### src/rtl/logic_pkg.sv
// Shared opcode definitions for the pipelined bitwise logic unit.
package logic_pkg;

    localparam int unsigned OP_W = 3;

    typedef enum logic [OP_W-1:0] {
        OP_AND  = 3'd0,
        OP_OR   = 3'd1,
        OP_NOT  = 3'd2,
        OP_NAND = 3'd3,
        OP_NOR  = 3'd4,
        OP_XOR  = 3'd5,
        OP_XNOR = 3'd6,
        OP_PASS = 3'd7
    } logic_op_e;

endpackage

### src/rtl/logic_unit_pipe_if.sv
// Operand (valid/ready) and result (valid/ready) channels of logic_unit_pipe.
interface logic_unit_pipe_if #(
    parameter int unsigned WIDTH = 8
);
    import logic_pkg::*;

    logic             in_valid;
    logic             in_ready;
    logic [WIDTH-1:0] in_a;
    logic [WIDTH-1:0] in_b;
    logic_op_e        in_op;
    logic             in_acc;
    logic             out_valid;
    logic             out_ready;
    logic [WIDTH-1:0] out_result;
    logic             out_zero;
    logic             out_parity;

    // master: operand source and result sink; slave: the logic unit itself
    modport master (
        output in_valid, in_a, in_b, in_op, in_acc, out_ready,
        input  in_ready, out_valid, out_result, out_zero, out_parity
    );

    modport slave (
        input  in_valid, in_a, in_b, in_op, in_acc, out_ready,
        output in_ready, out_valid, out_result, out_zero, out_parity
    );

endinterface

### src/rtl/logic_op_core.sv
// Combinational bitwise function of two operands plus zero/parity flags.
module logic_op_core
    import logic_pkg::*;
#(
    parameter int unsigned WIDTH = 8
) (
    input  logic_op_e        op,
    input  logic [WIDTH-1:0] a,
    input  logic [WIDTH-1:0] b,
    output logic [WIDTH-1:0] result,
    output logic             zero,
    output logic             parity
);

    always_comb begin
        result = '0;
        case (op)
            OP_AND:  result = a & b;
            OP_OR:   result = a | b;
            OP_NOT:  result = ~a;
            OP_NAND: result = ~(a & b);
            OP_NOR:  result = ~(a | b);
            OP_XOR:  result = a ^ b;
            OP_XNOR: result = ~(a ^ b);
            OP_PASS: result = a;
            default: result = '0;
        endcase
        zero   = ~|result;
        parity = ^result;
    end

endmodule

### src/rtl/logic_unit_pipe.sv
// Two-stage valid/ready pipeline around logic_op_core with an accumulate mode.
module logic_unit_pipe
    import logic_pkg::*;
#(
    parameter int unsigned WIDTH = 8
) (
    input logic              clk,
    input logic              rst,
    logic_unit_pipe_if.slave bus
);

    logic             s1_valid;
    logic [WIDTH-1:0] s1_a;
    logic [WIDTH-1:0] s1_b;
    logic_op_e        s1_op;
    logic             s1_acc;

    logic             s2_valid;
    logic [WIDTH-1:0] s2_result;
    logic             s2_zero;
    logic             s2_parity;

    logic [WIDTH-1:0] acc;
    logic [WIDTH-1:0] eff_b;
    logic [WIDTH-1:0] core_result;
    logic             core_zero;
    logic             core_parity;
    logic             stall;

    assign stall        = s2_valid & ~bus.out_ready;
    assign bus.in_ready = ~stall;
    // acc already holds the previous valid beat's result, so back-to-back chains need no bypass
    assign eff_b        = s1_acc ? acc : s1_b;

    logic_op_core #(.WIDTH(WIDTH)) u_core (
        .op     (s1_op),
        .a      (s1_a),
        .b      (eff_b),
        .result (core_result),
        .zero   (core_zero),
        .parity (core_parity)
    );

    always_ff @(posedge clk) begin
        if (rst) begin
            s1_valid  <= 1'b0;
            s1_a      <= '0;
            s1_b      <= '0;
            s1_op     <= OP_AND;
            s1_acc    <= 1'b0;
            s2_valid  <= 1'b0;
            s2_result <= '0;
            s2_zero   <= 1'b0;
            s2_parity <= 1'b0;
            acc       <= '0;
        end else if (!stall) begin
            s1_valid <= bus.in_valid;
            s1_a     <= bus.in_a;
            s1_b     <= bus.in_b;
            s1_op    <= bus.in_op;
            s1_acc   <= bus.in_acc;
            s2_valid <= s1_valid;
            // bubbles leave the result fields untouched so they hold while out_valid=0
            if (s1_valid) begin
                s2_result <= core_result;
                s2_zero   <= core_zero;
                s2_parity <= core_parity;
                acc       <= core_result;
            end
        end
    end

    assign bus.out_valid  = s2_valid;
    assign bus.out_result = s2_result;
    assign bus.out_zero   = s2_zero;
    assign bus.out_parity = s2_parity;

endmodule

### src/flat_wrapper.sv
// flat-port wrapper written by rule: the top's interface ports become plain ports
module logic_unit_pipe_flat import logic_pkg::*;
#(
    parameter int unsigned WIDTH = 8
)
  (clk, rst, bus_in_valid, bus_in_a, bus_in_b, bus_in_op, bus_in_acc, bus_out_ready, bus_in_ready, bus_out_valid, bus_out_result, bus_out_zero, bus_out_parity);
  logic_unit_pipe_if #(.WIDTH(WIDTH)) bus_i ();
  input logic clk;
  input logic rst;
  input wire logic [$bits(bus_i.in_valid)-1:0] bus_in_valid;
  input wire logic [$bits(bus_i.in_a)-1:0] bus_in_a;
  input wire logic [$bits(bus_i.in_b)-1:0] bus_in_b;
  input wire logic [$bits(bus_i.in_op)-1:0] bus_in_op;
  input wire logic [$bits(bus_i.in_acc)-1:0] bus_in_acc;
  input wire logic [$bits(bus_i.out_ready)-1:0] bus_out_ready;
  output wire logic [$bits(bus_i.in_ready)-1:0] bus_in_ready;
  output wire logic [$bits(bus_i.out_valid)-1:0] bus_out_valid;
  output wire logic [$bits(bus_i.out_result)-1:0] bus_out_result;
  output wire logic [$bits(bus_i.out_zero)-1:0] bus_out_zero;
  output wire logic [$bits(bus_i.out_parity)-1:0] bus_out_parity;
  assign bus_i.in_valid = bus_in_valid;
  assign bus_i.in_a = bus_in_a;
  assign bus_i.in_b = bus_in_b;
  assign bus_i.in_op = bus_in_op;
  assign bus_i.in_acc = bus_in_acc;
  assign bus_i.out_ready = bus_out_ready;
  assign bus_in_ready = bus_i.in_ready;
  assign bus_out_valid = bus_i.out_valid;
  assign bus_out_result = bus_i.out_result;
  assign bus_out_zero = bus_i.out_zero;
  assign bus_out_parity = bus_i.out_parity;
  logic_unit_pipe #(.WIDTH(WIDTH)) u_core (.clk(clk), .rst(rst), .bus(bus_i));
endmodule
### config.mk
export PLATFORM = sky130hd
export DESIGN_NAME = logic_unit_pipe_flat
export DESIGN_NICKNAME = d
export VERILOG_FILES = /design/src/rtl/logic_pkg.sv /design/src/rtl/logic_unit_pipe_if.sv /design/src/rtl/logic_op_core.sv /design/src/rtl/logic_unit_pipe.sv /design/src/flat_wrapper.sv
export SDC_FILE = /design/constraint.sdc
export NUM_CORES = 1
export LEC_CHECK = 0
export CORE_UTILIZATION = 45
export DETAILED_ROUTE_END_ITERATION = 6
export PLACE_DENSITY = 0.69
export SLEW_MARGIN = 40
export SYNTH_ARGS = -nofsm -noshare
export SYNTH_HDL_FRONTEND = slang
export SYNTH_SLANG_ARGS = --single-unit
### constraint.sdc
create_clock -name clk -period 8.85 [get_ports clk]
set_input_delay 1.77 -clock clk [delete_from_list [all_inputs] [get_ports clk]]
set_output_delay 1.77 -clock clk [all_outputs]
set_load 0.05 [all_outputs]
==> results.md, run 1 <==
* Setup Skew at 0.00438 ns
* Post-CTS sizing at 0
* Die X at 72.0 um
* Design Power at 398 uW
* Yosys cell types at 49
* Crit path max fanout at 27
* Residual DRC at 0
* Postcts setup bufs at 0
* Seq/Total Area, Yosys at 0.290
* Post-route setup TNS at 0 ns
* Most frequent cells in the layout: nand2_1 (54), clkdlybuf4s50_1 (35), a21oi_1 (31), dfxtp_1 (29), inv_1 (21)
* DRT antenna net count at 0
* Crit path DAT at 3.76 ns
* Number of max-cap violations at 0
* DRT iter0 DRCs at 117
* CP Class: primary input to output port
* Syn Nets at 333
* Measured slew at the worst slew-check pin at 0.631 ns
* P per Cell Area at 150 nW/um^2
* Yosys reg bits at 32
* Fin crit share at 0.624
* Final Net Count at 359
* Effective utilization at floorplan at 0.467
* Unrepaired setup endpoints after global routing: false
* CTS clock-pin slew for the worst setup and hold paths at 0.06 ns
* Hold crit path type: flop to flop
* Per-cell routed wire length at 13.5 um
* Overall die area at 5190 um^2
* Number of hold buffers added after CTS at 0
* Min Clock Period, post-route at 5.53 ns
* Vias in the first global route at 1,835
* Hold Slack at 0.450 ns
* Switching share of power at 0.320
* Cell Area, Synth at 2210 um^2
* Endpoints failing hold at 0
* Maximum clock frequency at 0.181 GHz
* Detailed Routing Iterations Pass 1 at 6
* Max IR drop VDD at 104 uV
* Int Power at 270 uW
* Post-DP HPWL at 3530 um
* Max-slew headroom at 0.579
* Mean Syn Cell Area at 7.64 um^2
* First-pass GRT wire length at 8670 um
* P_sw at 128 uW
* Final setup fails at 0
* Startpoint types: primary input
* Via density at 5.40
* Io pins at 36
* Sink Count at 32
* Yosys warning count at 0
* Core area at 4720 um^2
* Initial antenna violation count at 0
* Crit. End Element: output port
* Seq pwr share at 0.425
* CTS H-Tree Depth at 2
* Remaining global-route overflow at 0
* Placer congestion estimate at 0.783
* Core Rows at 25
* DP Cell Count at 375
* Area grow syn2layout at 20.1%
* Total GRT Usage at 0.215
* Part of the power in combinational logic at 0.283
* Final Util at 0.561
* Slew Limit Fails at 0
* Non-Filler Instances at 383
* CTS Buf Count at 5
* Post-Syn Instances at 289
* Chip Height at 72.0 um
* Clock power frac at 0.292
* CP required at 7.08 ns
* CTS root buffer: clkbuf_8
* LEAKAGE at 1.12 nW
* CTS tree: built
* Layout filler cell count at 456
* DRT Wirelength at 5160 um
* Routed vias at 2,069
* Number of buffers on the longest clock path at 2
* Status: finished, final reports clean
* IO Port Bufs at 35
* Largest net degree at the start of global routing at 37
* Antenna cells at 0
* Worst-Skew Late Latency at 0.29 ns
* Layout cell share with drive strength beyond 1 at 0.0601
* Most common cell after layout, fill and taps aside: nand2_1
synthesized netlist by cell type (all sizes together):
cell type | instances | area [um^2]
a21oi | 31 | 155
nand3b | 2 | 15.0
or2 | 6 | 37.5
and2 | 1 | 6.26
o32ai | 2 | 17.5
nor3 | 5 | 25.0
a32o | 2 | 20.0
a31oi | 2 | 12.5
clkbuf | 8 | 30.0
xor2 | 1 | 8.76
o32a | 1 | 10.0
buf | 10 | 70.1
o31ai | 3 | 22.5
and2b | 1 | 7.51
o211ai | 4 | 30.0
dfxtp | 32 | 641
inv | 23 | 86.3
nor4 | 1 | 6.26
o221ai | 3 | 26.3
o21ai | 8 | 40.0
nand2b | 6 | 37.5
nor2 | 15 | 56.3
a211oi | 2 | 15.0
or3 | 1 | 6.26
a2111oi | 5 | 60.1
xnor2 | 2 | 17.5
and3 | 1 | 6.26
or2b | 1 | 7.51
nor2b | 9 | 56.3
ha | 20 | 250
and3b | 1 | 8.76
a221oi | 1 | 8.76
nand3 | 2 | 10.0
nand4 | 1 | 6.26
nand2 | 55 | 209
o21a | 3 | 22.5
o22ai | 3 | 18.8
o2bb2ai | 1 | 8.76
o22a | 3 | 26.3
mux2i | 9 | 90.1
a211o | 2 | 17.5
worst paths after layout:
check | from | end | slack [ns] | depth (start not counted)
hold reg to reg | u_core.s1_b[6] | u_core.s1_b[6] | 0.45 | 2
setup reg to reg | u_core.s1_acc | u_core.bus.out_parity | 5.69 | 11
setup / recovery | bus_out_ready | bus_in_ready | 3.32 | 5
hold / removal | u_core.s1_b[6] | u_core.s1_b[6] | 0.45 | 2
cell families (layout without fill, tap and decap cells):
| group | after synthesis | after routing | synth area share |
|---|---|---|---|
| and+or+nand+nor | 108 | 108 | 0.227 |
| AOI/OAI and AO/OA | 76 | 76 | 0.232 |
| buffers and inverters | 41 | 68 | 0.0845 |
| DFF | 32 | 32 | 0.290 |
| adders and majority gates | 20 | 20 | 0.113 |
| muxes | 9 | 9 | 0.0408 |
| xor gates and xnor gates | 3 | 3 | 0.0119 |
flip-flops by register name (all words and copies together) (netlist names):
register,cells
u_core.bus.out_zero,1
u_core.bus.out_result,8
u_core.s1_op,3
u_core.bus.out_valid,1
u_core.s1_a,8
u_core.bus.out_parity,1
u_core.s1_b,8
u_core.s1_acc,1
u_core.s1_valid,1
worst max-delay path: stages:
cell and delay [ns]:
clkdlybuf4s50_1 0.45, nor2b_1 0.04, buf_4 0.21, inv_2 0.38
clkdlybuf4s50_1 0.89
cell type report:
cell class | instances | area, um^2 | share of cell area
well taps | 67 | 83.8 | 0.0316
inverters | 23 | 86.3 | 0.0326
repair buffers | 37 | 365 | 0.138
flip-flops and latches | 32 | 644 | 0.243
clock buffers | 8 | 90.1 | 0.0340
multi-input cells | 216 | 1380 | 0.521
per-stage QoR:
step | setup WS [ns] | area, um^2
after floorplan | 4.40 | 2210
after global placement | 3.34 | 2560
after detailed placement | 3.30 | 2560
after CTS | 3.30 | 2650
after global routing | 3.19 | 2650
final | 3.32 | 2650
power by group through the flow:
stage	Sequential (mW)	Clock, mW	Combinational (mW)
2_1_floorplan	0.174	0	0.0788
3_3_place_gp	0.171	0	0.111
3_5_place_dp	0.172	0	0.112
4_1_cts	0.169	0.119	0.113
5_1_grt	0.171	0.125	0.127
6_report	0.169	0.116	0.113
routing by layer:
layer,global-route usage,part of all wire,vias up
met5,0,0,-
met4,0.0784,0.013,0
met3,0.0431,0.037,5
met2,0.339,0.46,45
met1,0.293,0.49,971
li1,-,-,1048
Note: power is estimated with default switching activity, not from simulation.
==> run 2: changes to the inputs <==
clock period = 5.7 ns   (was 8.85 ns; I/O delays follow)
==> run 2 against run 1 <==
Compared with the run above:
- clock-buffer cell count is 1 lower
- register-to-register slack worse by 3.2 ns
- sequential cell count stayed put
- non-clock buffer count is 1 lower
- die area stayed put
==> results.md, run 2 (synthesis results as in run 1) <==
* IO Port Bufs at 35 (unchanged)
* DRT iter0 DRCs at 87 (was 117)
* Most frequent cells in the layout: nand2_1 (54), clkdlybuf4s50_1 (34), a21oi_1 (31), dfxtp_1 (29), inv_1 (21) (was nand2_1 (54), clkdlybuf4s50_1 (35), a21oi_1 (31), dfxtp_1 (29), inv_1 (21))
* Placed Area at 2540 um^2 (was 2560 um^2)
* CTS H-Tree Depth at 2 (unchanged)
* Final Net Count at 358 (was 359)
* Post-Place Setup Slack at 1.43 ns (was 3.30 ns)
* Postcts setup bufs at 0 (unchanged)
* Core area at 4720 um^2 (unchanged)
* Crit path DAT at 3.11 ns (was 3.76 ns)
* Most common cell after layout, fill and taps aside: nand2_1 (unchanged)
* Post-route setup TNS at 0 ns (unchanged)
* CTS clock-pin slew for the worst setup and hold paths at 0.06 ns (about the same)
* Hold Slack at 0.455 ns (was 0.450 ns)
* Via density at 5.45 (was 5.40)
* Vias in the first global route at 2,005 (was 1,835)
* Placer congestion estimate at 0.804 (was 0.783)
* Final Util at 0.560 (was 0.561)
* Fin crit share at 0.745
* Overall die area at 5190 um^2 (unchanged)
* Final WS setup at 1.45 ns (was 3.32 ns)
* CP Class: primary input to output port (unchanged)
* Core Rows at 25 (unchanged)
* Setup Skew at 0.00704 ns (was 0.00438 ns)
* Residual DRC at 0 (unchanged)
* Area grow syn2layout at 19.8% (was 20.1%)
* Final setup fails at 0 (unchanged)
* Die X at 72.0 um (unchanged)
* Routed vias at 2,077 (was 2,069)
* Post-DP HPWL at 3620 um (was 3530 um)
* Endpoints failing hold at 0 (unchanged)
* Status: finished, final reports clean (unchanged)
* Crit path max fanout at 27 (unchanged)
* Crit. End Element: output port (unchanged)
* DP Cell Count at 374 (was 375)
* Number of hold buffers added after CTS at 0 (unchanged)
* Max-slew headroom at 0.582 (was 0.579)
* CP required at 4.56 ns (was 7.08 ns)
* Io pins at 36 (unchanged)
* Max IR drop VDD at 127 uV (was 104 uV)
* CTS tree: built (unchanged)
* CTS root buffer: clkbuf_8 (unchanged)
* First-pass GRT wire length at 9250 um (was 8670 um)
* Number of max-cap violations at 0 (unchanged)
* Startpoint types: primary input (unchanged)
* Chip Height at 72.0 um (unchanged)
* Design area at 2640 um^2 (was 2650 um^2)
* Maximum clock frequency at 0.235 GHz
* Sink Count at 32 (unchanged)
* Measured slew at the worst slew-check pin at 0.626 ns (was 0.631 ns)
* Layout cell share with drive strength beyond 1 at 0.0637 (was 0.0601)
* Initial antenna violation count at 0 (unchanged)
* Unrepaired setup endpoints after global routing: false (unchanged)
* Non-Filler Instances at 381 (was 383)
* Worst-Skew Late Latency at 0.28 ns (was 0.29 ns)
* Effective utilization at floorplan at 0.467 (unchanged)
* Total GRT Usage at 0.227 (was 0.215)
* Remaining global-route overflow at 0 (unchanged)
* Largest net degree at the start of global routing at 37 (unchanged)
* Antenna cells at 0 (unchanged)
* P per Cell Area at 236 nW/um^2 (was 150 nW/um^2)
* Min Clock Period, post-route at 4.25 ns
* LEAKAGE at 1.12 nW (about the same)
* Slew Limit Fails at 0 (unchanged)
* CTS Buf Count at 5 (unchanged)
* Hold crit path type: flop to flop (unchanged)
* Detailed Routing Iterations Pass 1 at 4 (was 6)
* Number of buffers on the longest clock path at 2 (unchanged)
* DRT antenna net count at 0 (unchanged)
* Post-CTS sizing at 0 (unchanged)
* DRT Wirelength at 5240 um (was 5160 um)
* Design Power at 625 uW (was 398 uW)
* Per-cell routed wire length at 13.7 um (was 13.5 um)
-- run 2: critical path, cell delays in order --
cell and delay [ns]:
clkdlybuf4s50_1 0.45, nor2b_1 0.04, buf_4 0.21, inv_2 0.36, clkdlybuf4s50_1 0.88
-- run 2: metal layers --
layer / track usage / vias to the layer above / share of wire / routed length, um
li1: - / 1045 / - / -
met4: 0.0501 / 0 / 0.0082 / 43
met2: 0.391 / 29 / 0.48 / 2510
met5: 0 / - / 0 / 0
met1: 0.295 / 999 / 0.49 / 2550
met3: 0.0417 / 4 / 0.026 / 137
-- run 2: area by class of cell --
type,count,area [um^2]
Multi-Input combinational cell,216,1380
Tap cell,67,83.8
Clock buffer,7,96.3
Inverter,23,86.3
Sequential cell,32,644
Timing Repair Buffer,36,353
Fill cell,464,2080
-- run 2: path summary, 6_finish.rpt --
check	slack [ns]	startpoint	end	cells past startpoint
worst max-delay path	1.45	bus_out_ready	bus_in_ready	5
worst min-delay path	0.46	u_core.s1_b[4]	u_core.s1_b[4]	2
worst max register to register	2.54	u_core.s1_acc	u_core.bus.out_parity	11
worst min register to register	0.46	u_core.s1_b[4]	u_core.s1_b[4]	2
-- run 2: where the power goes --
part	internal, mW	switching [mW]	total, mW
clock	0.108	0.0802	0.188
combinational	0.0826	0.0921	0.175
sequential	0.238	0.0240	0.262
total	0.429	0.196	0.625
==> run 3: changes to the inputs <==
clock period = 4 ns   (was 5.7 ns; I/O delays follow)
==> run 3 against run 2 <==
Compared with the run above:
- sequential cell count unchanged
- clock-buffer cell count up 1
- first-iteration DRC count up 18%
==> results.md, run 3 (synthesis results as in run 1) <==
* Status: finished, final reports clean (unchanged)
* Chip Height at 72.0 um (unchanged)
* DRT antenna net count at 0 (unchanged)
* Most common cell after layout, fill and taps aside: nand2_1 (unchanged)
* Antenna cells at 0 (unchanged)
* Sink Count at 32 (unchanged)
* Crit. End Element: flop (was output port)
* Max incr delay on CP at 0.70 ns (was 0.88 ns)
* CTS tree: built (unchanged)
* Post-CTS sizing at 0 (unchanged)
* Initial antenna violation count at 0 (unchanged)
* Total GRT Usage at 0.227 (about the same)
* Placer congestion estimate at 0.797 (was 0.804)
* Hold Slack at 0.450 ns (was 0.455 ns)
* LEAKAGE at 1.13 nW (was 1.12 nW)
* Most frequent cells in the layout: nand2_1 (54), clkdlybuf4s50_1 (34), a21oi_1 (31), dfxtp_1 (31), inv_1 (21) (was nand2_1 (54), clkdlybuf4s50_1 (34), a21oi_1 (31), dfxtp_1 (29), inv_1 (21))
* Critical path, cell by cell: mux2i_1 > ha_1 > or2b_1 > a32o_1 > a2111oi_2 > or2_1 > ha_1 > xnor2_1 > xnor2_1 > nor2_1 > nor3_1 (was clkdlybuf4s50_1 > nor2b_1 > buf_4 > inv_2 > clkdlybuf4s50_1)
* IO Port Bufs at 35 (unchanged)
* Crit path DAT at 3.33 ns (was 3.11 ns)
* CTS H-Tree Depth at 2 (unchanged)
* Area grow syn2layout at 20.5% (was 19.8%)
* Met1 Usage GRT at 0.293 (was 0.295)
* DRT Wirelength at 5390 um (was 5240 um)
* Number of hold buffers added after CTS at 0 (unchanged)
* Worst Setup SP: u_core.s1_acc (was bus_out_ready)
* Routed vias at 2,052 (was 2,077)
* Effective utilization at floorplan at 0.467 (unchanged)
* Final setup fails at 0 (unchanged)
* Overall die area at 5190 um^2 (unchanged)
* Design Power at 880 uW (was 625 uW)
* CP required at 4.21 ns (was 4.56 ns)
* Max-slew headroom at 0.604 (was 0.582)
* CTS Buf Count at 5 (unchanged)
* Layout cell share with drive strength beyond 1 at 0.0629 (was 0.0637)
* Slew Limit Fails at 0 (unchanged)
* Unrepaired setup endpoints after global routing: false (unchanged)
* Fin crit share at 0.778
* Post-route setup TNS at 0 ns (unchanged)
* Min Clock Period, post-route at 3.11 ns
* Die X at 72.0 um (unchanged)
* Crit path max fanout at 9 (was 27)
* Hold crit path type: flop to flop (unchanged)
* R2r setup slk at 0.89 ns (was 2.54 ns)
* First-pass GRT wire length at 9080 um (was 9250 um)
* Measured slew at the worst slew-check pin at 0.593 ns (was 0.626 ns)
* FF/Latch Area at 642 um^2 (was 644 um^2)
* Number of max-cap violations at 0 (unchanged)
* M2 GR Usage at 0.382 (was 0.391)
* Largest net degree at the start of global routing at 28 (was 37)
* Worst hold start: u_core.s1_b[7] (was u_core.s1_b[4])
* GR Layer Usage met3 at 0.0431 (was 0.0417)
* CP Class: flop to flop (was primary input to output port)
* Max IR drop VDD at 186 uV (was 127 uV)
* Multi-input combinational cell area at 1380 um^2 (unchanged)
* P per Cell Area at 331 nW/um^2 (was 236 nW/um^2)
* Endpoints failing hold at 0 (unchanged)
* GRT busiest layer: met2 (unchanged)
* Residual DRC at 0 (unchanged)
* Per-cell routed wire length at 14.0 um (was 13.7 um)
* Post-DP HPWL at 3770 um (was 3620 um)
* Postcts setup bufs at 0 (unchanged)
* Number of buffers on the longest clock path at 2 (unchanged)
* CTS root buffer: clkbuf_8 (unchanged)
* Io pins at 36 (unchanged)
* Maximum clock frequency at 0.321 GHz
* Core area at 4720 um^2 (unchanged)
* Via density at 5.33 (was 5.45)
* Core Rows at 25 (unchanged)
* Detailed Routing Iterations Pass 1 at 4 (unchanged)
* Worst-Skew Late Latency at 0.29 ns (was 0.28 ns)
* Remaining global-route overflow at 0 (unchanged)
* Layout filler cell count at 443 (was 464)
* DRT iter0 DRCs at 103 (was 87)
* CP max-delay cell: dfxtp_1 (was clkdlybuf4s50_1)
* Vias in the first global route at 1,905 (was 2,005)
* Final Net Count at 361 (was 358)
* Setup Skew at 0.00798 ns (was 0.00704 ns)
* Startpoint types: flop (was primary input)
* CTS clock-pin slew for the worst setup and hold paths at 0.07 ns (was 0.06 ns)
* Origin of the critical flop-to-flop path: u_core.s1_acc (unchanged)
run 3: path summary, 6_finish.rpt:
path                            to  cells past startpoint
max reg2reg  u_core.bus.out_parity                     11
min                 u_core.s1_b[7]                      2
min reg2reg         u_core.s1_b[7]                      2
max          u_core.bus.out_parity                     11
run 3: worst max-delay path, delay by kind of cell (launching register included):
kind	cells	cell delay (ns)
XOR/XNOR	2	0.34
adder cells (fa/ha/maj)	2	0.58
flip-flops	1	0.70
AO/OA/AOI/OAI	2	0.64
AND/OR/NAND/NOR	4	0.57
multiplexers	1	0.20
run 3: power breakdown:
group	total, mW	switching (mW)	internal (mW)
sequential	0.369	0.0298	0.340
clock	0.257	0.117	0.140
combinational	0.254	0.134	0.120
total	0.880	0.281	0.599
run 3: metal layers:
| metal | routed length (um) | share of wire |
|---|---|---|
| met1 | 2570 | 0.48 |
| met2 | 2560 | 0.47 |
| met3 | 189 | 0.035 |
| met4 | 73 | 0.014 |
| met5 | 0 | 0 |
run 3: final cells by class:
| type | count | share of cell area |
|---|---|---|
| Clock buffer | 8 | 0.0339 |
| Multi-Input combinational cell | 216 | 0.519 |
| Tap cell | 67 | 0.0315 |
| Timing Repair Buffer | 39 | 0.142 |
| Sequential cell | 32 | 0.241 |
| Inverter | 23 | 0.0325 |
run 3: per-stage QoR:
step,instance area (um^2),cells,util,setup slack (ns)
2_1_floorplan,2210,289,-,1.10
3_3_place_gp,2570,377,0.544,1.03
3_5_place_dp,2570,377,0.544,0.883
4_1_cts,2660,385,0.563,0.874
5_1_grt,2660,385,0.563,0.619
6_report,2660,385,0.563,0.888
==> RTL edit: new RTL, settings of run 1 <==
Reset style: asynchronous (`rst`), changed in one clocked block.
--- a/src/rtl/logic_unit_pipe.sv
+++ b/src/rtl/logic_unit_pipe.sv
@@ -42,5 +42,5 @@
     );
 
-    always_ff @(posedge clk) begin
+    always_ff @(posedge clk or posedge rst) begin
         if (rst) begin
             s1_valid  <= 1'b0;
Formal check against the unedited RTL: differs if rst is asserted again (counterexample within 4 cycles, from zero or initial values and one cycle with rst high); with rst held inactive, the same outputs for 10 cycles.
==> RTL edit against run 1 <==
- synthesized area is 3.2% higher
- cell area up 2.8%
- highest routed layer unchanged
- wire length down 7.3%
- first-iteration DRC count shrank 5.1%
- sequential cell count is the same
- count of clock-buffer cells in the layout fell by 1
- largest cell class unchanged
- setup slack better by 0.59 ns
Power is not compared: it rests on default switching activity, and its combinational part moved more than twofold at a synthesized area within 25%.
==> RTL edit: results (changes against run 1) <==
yosysSeqAreaShare: 0.351  # was 0.290
drt-vias-per-instance: 5.42  # was 5.40
wl_met1_um: 2290  # was 2520 um
coreArea_sq_um: 4790  # was 4720 sq um
use_met2: 0.340  # was 0.339
fillers: 452  # was 456
skew_ns: 0.0115  # was 0.00438 ns
place_ws_ns: 3.91  # was 3.30 ns
dr.pass1.iters: 4  # was 6
place_inst: 330  # was 375
drive_gt1_frac: 0.119  # was 0.0601
synth_compound_area_frac: 0.210  # was 0.232
hpwl_um: 3240  # was 3530 um
status: "finished, final reports clean"  # unchanged
synth_xor_xnor_area_share: 0.0115  # was 0.0119
gp_congestion: 0.828  # was 0.783
timing.rr.end: "u_core.bus.out_parity$_DFFE_PP0P_"  # was u_core.bus.out_parity$_SDFFE_PP0P_
multi_input_area_share: 0.478  # was 0.521
totalWireLength_um: 4790  # was 5160 um
r2r-start: "u_core.s1_acc$_DFFE_PP0N_"  # was u_core.s1_acc$_SDFFE_PP0N_
synth.distinct_cells: 43  # was 49
synth.area.top_cells: "dfrtp_1, ha_1, mux2_2"  # was dfxtp_1, ha_1, nand2_1
synthAdderAreaFrac: 0.110  # was 0.113
area_growth_pct: 19.6  # was 20.1%
synth_async_sr_flop_share: 1.00  # was 0
syn_inst: 243  # was 289
grt_use_met1: 0.285  # was 0.293
clk_share: 0.0354  # was 0.0340
critical_path.max_fanout: 2  # was 27
syn_nets: 287  # was 333
==> RTL edit: worst min path at each step <==
stage | from | end | slack (ns)
after floorplan | u_core.s1_b[3]$_DFFE_PP0N_ | u_core.s1_b[3]$_DFFE_PP0N_ | 0.48
after global placement | u_core.bus.out_zero$_DFFE_PP0P_ | u_core.bus.out_zero$_DFFE_PP0P_ | 0.47
after detailed placement | u_core.bus.out_parity$_DFFE_PP0P_ | u_core.bus.out_parity$_DFFE_PP0P_ | 0.48
after CTS | u_core.bus.out_parity$_DFFE_PP0P_ | u_core.bus.out_parity$_DFFE_PP0P_ | 0.49
after global routing | u_core.bus.out_parity$_DFFE_PP0P_ | u_core.bus.out_parity$_DFFE_PP0P_ | 0.52
final | u_core.bus.out_parity$_DFFE_PP0P_ | u_core.bus.out_parity$_DFFE_PP0P_ | 0.48
==> RTL edit: critical path: stages <==
cell and delay (ns):
clkdlybuf4s50_1 0.45, nand2b_1 0.14, clkdlybuf4s50_1 0.81
